<file path="src/rtl/frog_tracker.sv">
// Frog position/state tracker: debounced button moves, lane collision detect, win flag.
// Optional FROG_COLLISION_FILTER_EN: require two consecutive overlap cycles before HIT.
`timescale 1ns/1ps
module frog_tracker #(
    parameter int WIDTH     = 16,
    parameter int LANES     = 8,
    parameter int START_COL = 7,
    localparam int RW = $clog2(LANES+2),
    localparam int CW = $clog2(WIDTH)
) (
    input  logic                   clk,
    input  logic                   reset,
    input  logic                   btn_up,
    input  logic                   btn_down,
    input  logic                   btn_left,
    input  logic                   btn_right,
    input  logic [LANES*WIDTH-1:0] lane_pixels,
    output logic [RW-1:0]          frog_row,
    output logic [CW-1:0]          frog_col,
    output logic [WIDTH-1:0]       frog_pixels,
    output logic                   hit,
    output logic                   win
);

    typedef enum logic [1:0] {PLAY, HIT, WIN} state_e;

    state_e          state_q, state_d;
    logic [RW-1:0]   row_q, row_d;
    logic [CW-1:0]   col_q, col_d;
    logic            hit_q, win_q;
    logic [3:0]      sync1_q, sync2_q, prev_q;
    logic [3:0]      rise;
    logic            mv_up, mv_down, mv_left, mv_right;
    logic [WIDTH-1:0] lane_sel;
    logic            overlap, collide;

    // bit 0 = up .. bit 3 = right; lower index wins arbitration
    always_ff @(posedge clk or posedge reset) begin
        if (reset) begin
            sync1_q <= '0;
            sync2_q <= '0;
            prev_q  <= '0;
        end else begin
            sync1_q <= {btn_right, btn_left, btn_down, btn_up};
            sync2_q <= sync1_q;
            prev_q  <= sync2_q;
        end
    end

    assign rise     = sync2_q & ~prev_q;
    assign mv_up    = rise[0];
    assign mv_down  = rise[1] & ~rise[0];
    assign mv_left  = rise[2] & ~|rise[1:0];
    assign mv_right = rise[3] & ~|rise[2:0];

    // Start and goal rows select no lane, so they read as empty.
    always_comb begin
        lane_sel = '0;
        for (int r = 1; r <= LANES; r++) begin
            if (row_q == RW'(r)) lane_sel = lane_pixels[(r-1)*WIDTH +: WIDTH];
        end
    end
    assign overlap = lane_sel[col_q];

`ifdef FROG_COLLISION_FILTER_EN
    logic pending_q;
    logic any_move;
    assign any_move = |rise;
    assign collide  = overlap & pending_q;

    always_ff @(posedge clk or posedge reset) begin
        if (reset) pending_q <= 1'b0;
        else       pending_q <= (state_q == PLAY) & overlap & ~any_move;
    end
`else
    assign collide = overlap;
`endif

    always_comb begin
        state_d = state_q;
        row_d   = row_q;
        col_d   = col_q;
        case (state_q)
            PLAY: begin
                if (collide) begin
                    state_d = HIT;
                end else if (mv_up) begin
                    row_d = row_q + RW'(1);
                    if (row_q == RW'(LANES)) state_d = WIN;
                end else if (mv_down) begin
                    if (row_q != '0) row_d = row_q - RW'(1);
                end else if (mv_left) begin
                    if (col_q != '0) col_d = col_q - CW'(1);
                end else if (mv_right) begin
                    if (col_q != CW'(WIDTH-1)) col_d = col_q + CW'(1);
                end
            end
            default: ;
        endcase
    end

    always_ff @(posedge clk or posedge reset) begin
        if (reset) begin
            state_q <= PLAY;
            row_q   <= '0;
            col_q   <= CW'(START_COL);
            hit_q   <= 1'b0;
            win_q   <= 1'b0;
        end else begin
            state_q <= state_d;
            row_q   <= row_d;
            col_q   <= col_d;
            hit_q   <= (state_d == HIT);
            win_q   <= (state_d == WIN);
        end
    end

    always_comb begin
        frog_pixels = '0;
        if (state_q != WIN) frog_pixels[col_q] = 1'b1;
    end

    assign frog_row = row_q;
    assign frog_col = col_q;
    assign hit      = hit_q;
    assign win      = win_q;

endmodule

</file>
<file path="config.mk">
export PLATFORM = sky130hd
export DESIGN_NAME = frog_tracker
export DESIGN_NICKNAME = d
export VERILOG_FILES = /design/src/rtl/frog_tracker.sv
export SDC_FILE = /design/constraint.sdc
export NUM_CORES = 1
export LEC_CHECK = 0
export BUFFER_PORTS_ARGS = -buffer_cell sky130_fd_sc_hd__buf_2
export CORE_MARGIN = 2
export CORE_UTILIZATION = 49
export CTS_BUF_LIST = sky130_fd_sc_hd__clkbuf_2 sky130_fd_sc_hd__clkbuf_4 sky130_fd_sc_hd__clkbuf_8
export DETAILED_ROUTE_END_ITERATION = 10
export PLACE_DENSITY = 0.94
export SYNTH_ARGS = -nofsm -noshare
export SYNTH_HDL_FRONTEND = slang
export SYNTH_SLANG_ARGS = --single-unit
</file>
<file path="constraint.sdc">
create_clock -name clk -period 4.9 [get_ports clk]
set_input_delay 0.245 -clock clk [delete_from_list [all_inputs] [get_ports clk]]
set_output_delay 0.245 -clock clk [all_outputs]
set_load 0.01 [all_outputs]
</file>
==> impl_metrics.json <==
{
  "power.total_mw": 0.459,
  "core_mm2": 0.00517,
  "slew-limit-headroom": 0.319,
  "wirelength_um": 9770,
  "critPathBufInv": 1,
  "setup_viol": 0,
  "whs_endpoint": "sync1_q[1]",
  "diodes": 0,
  "reg2reg_from": "frog_row[0]",
  "tns_ns": 0,
  "wl_per_cell_um": 18.1,
  "min_path_cells": 1,
  "p_leak_nw": 1.56,
  "synthXorXnorAreaFrac": 0.0263,
  "grt_max_degree": 55,
  "report.final.slew_viol_count": 0,
  "synth_warnings": 0,
  "path_class": "flip-flop to flip-flop",
  "arrival_ns": 3.92,
  "synthArstFlopShare": 1.00,
  "grt_usage": 0.314,
  "ys_seq_elements": 24,
  "clockRootBuffer": "clkbuf_8",
  "synthAdderAreaFrac": 0.0357,
  "max_freq_mhz": 269,
  "numPortBuffers": 159,
  "max_stage_delay_ns": 0.68,
  "drc": 0,
  "ir_drop_mv": 0.198,
  "synth_area_leaders": "dfrtp_1 (20%), a21oi_1 (5.5%), o21ai_0 (4.5%)",
  "hold_path.class": "input port to flip-flop",
  "cts_made_buffers": 3,
  "ios": 160,
  "hold_buffers": 0,
  "min_period_ns": 3.72,
  "dieWidth_um": 77.7,
  "grt_pass1_wl_um": 15500,
  "r2r_cells": 10,
  "cts.clk_slew.worst_paths_ns": 0.08,
  "end_kind": "flip-flop",
  "synth_edf_count": 0,
  "synth_top_area_frac": 0.197,
  "synth_mux_area_frac": 0.0240,
  "dpl.hpwl_um": 7430,
  "drt_iter0_markers": 312,
  "rows": 26,
  "drive_gt1_frac": 0.385,
  "synth_top_family_by_area": "compound AO/OA/AOI/OAI gates",
  "hold_viol_final": 0,
  "worst_pin_slew_ns": 1.02,
  "clock_sinks": 24,
  "cts_resized": 0,
  "place_area_mm2": 0.00340,
  "rr_endpoint": "frog_col[2]",
  "crit_family": "compound AO/OA/AOI/OAI gates",
  "syn_inst": 337,
  "dr.pass1.iters": 5,
  "status": "complete, no violations",
  "synth_compound_area_frac": 0.399,
  "cts_setup_buffers": 0,
  "avgSynthCellArea_um2": 7.90,
  "htreeDepth": 1,
  "yosysSeqAreaShare": 0.227,
  "start_util": 0.515,
  "skew_ns": 0.00712,
  "synth_fp_nets": 478,
  "rsz0062_at_grt": "false",
  "grt_overflow_total": 0,
  "cpMaxStageDelayCell": "ha_1",
  "dr_total_vias": 3430,
  "cts_tree": "done",
  "crit_fanout": 21,
  "cp-start-kind": "flip-flop",
  "maxCapViolations": 0,
  "vias_per_cell": 6.35,
  "postRouteAntennaNets": 0,
  "gp_congestion": 0.975,
  "die-area_mm2": 0.00604,
  "synth_simple_gate_area_frac": 0.205,
  "netlist_area_mm2": 0.00266,
  "first_global_vias": 3250,
  "finalCritPeriodShare": 0.758,
  "synth.distinct_cells": 66,
  "cp_cell_sequence": "inv_1, ha_1, nand3b_1, o21ai_0, a211o_1, o221ai_2, o32ai_4, mux2i_4, nor2_2, mux2_1",
  "dieHeight_um": 77.7,
  "fin_area_mm2": 0.00347,
  "rrSetupSlack_ns": 1.18,
  "antenna_found_initial": 0,
  "power_density_mw_per_mm2": 132,
  "layout.nets": 612,
  "cts_max_path_buffers": 2,
  "syn2layout_area_growth_pct": 30.5,
  "worstSkewPairLatency_ns": 0.27,
  "cp.required_ns": 5.10,
  "min_from": "btn_down",
  "yosys.area.top_type": "dfrtp_1",
  "synth_flop_cell": "dfrtp_1"
}
## registers in the layout, summed over array words and instances, names as in the netlist
name	cells
hit	1
frog_row	4
frog_col	4
state_q	2
prev_q	4
sync1_q	4
win	1
sync2_q	4
## routing by layer
layer  GRT usage  up-vias  share of wire  wire (um)
met5           0        -              0          0
met4       0.123        0          0.042        413
met3      0.0616       45           0.12       1150
met2       0.524      269           0.46       4530
met1       0.399     1566           0.38       3680
li1            -     1550              -          -
## per-stage QoR
stage | utilization | std cells | setup WS, ns | hold slack [ns]
2_1_floorplan | - | 337 | 2.08 | 0.257
6_report | 0.671 | 540 | 1.18 | 0.0820
3_5_place_dp | 0.657 | 536 | 1.20 | 0.337
3_3_place_gp | 0.657 | 536 | 1.36 | 0.333
5_1_grt | 0.671 | 540 | 0.846 | 0.0644
4_1_cts | 0.671 | 540 | 1.18 | 0.0767
## synthesized netlist by cell type (3+ instances only)
library cell	n
o21a_1	5
nor3_1	6
inv_1	14
nand2b_1	7
xnor2_1	5
a211oi_1	13
a22oi_1	10
a2bb2oi_1	4
nand3b_1	15
o22ai_1	9
a21oi_1	29
xor2_1	3
nor3b_1	3
buf_2	20
nor2b_1	10
dfrtp_1	21
ha_1	6
nor2_1	21
clkbuf_1	7
nand2_1	24
a211o_1	3
o22a_1	3
o2111ai_1	3
mux2i_1	3
o21ai_0	24
dfstp_2	3
o221ai_1	5
a221oi_1	9
a221o_1	4
## where the power goes
group	switching (mW)	internal (mW)
sequential	0.00184	0.203
combinational	0.0364	0.0480
clock	0.0607	0.109
## logic make-up after synthesis
group | count (synthesis)
fa+ha+maj | 7
simple gates | 101
compound gates | 145
xor+xnor | 8
buf+inv | 47
mux | 5
flops | 24
## how the worst max path moves through the flow
| stage | from | endpoint | depth (start not counted) |
|---|---|---|---|
| final | frog_row[0] | frog_col[2] | 10 |
| after global routing | frog_row[0] | frog_col[2] | 10 |
| after CTS | frog_row[0] | frog_col[2] | 10 |
| after detailed placement | frog_row[0] | frog_col[2] | 10 |
| after global placement | frog_row[0] | frog_col[2] | 10 |
| after floorplan | frog_row[0] | frog_col[2] | 13 |
## placed cells by master, fill, tap and decap left out, drive strengths merged, types with 14 or more instances in the layout
master and n:
a211oi 14, a21oi 29, buf 161, dfrtp 21, inv 15, nand2 24
nand3b 15, nor2 22, o21ai 26
## area by class of cell
class	instances	area [um2]
well taps	70	87.6
clock inverters	1	30.0
flip-flops and latches	24	604
clock buffers	3	41.3
inverters	15	56.3
repair buffers	161	811
multi-input cells	266	1840
fillers	434	1700
## worst register-to-register path: stages, from the launching register on
cell and delay, ns:
dfrtp_1 0.45, inv_1 0.14, ha_1 0.68, nand3b_1 0.65, o21ai_0 0.40, a211o_1 0.16, o221ai_2 0.12, o32ai_4 0.30
mux2i_4 0.17, nor2_2 0.23, mux2_1 0.35
(Power assumes the default switching activity.)
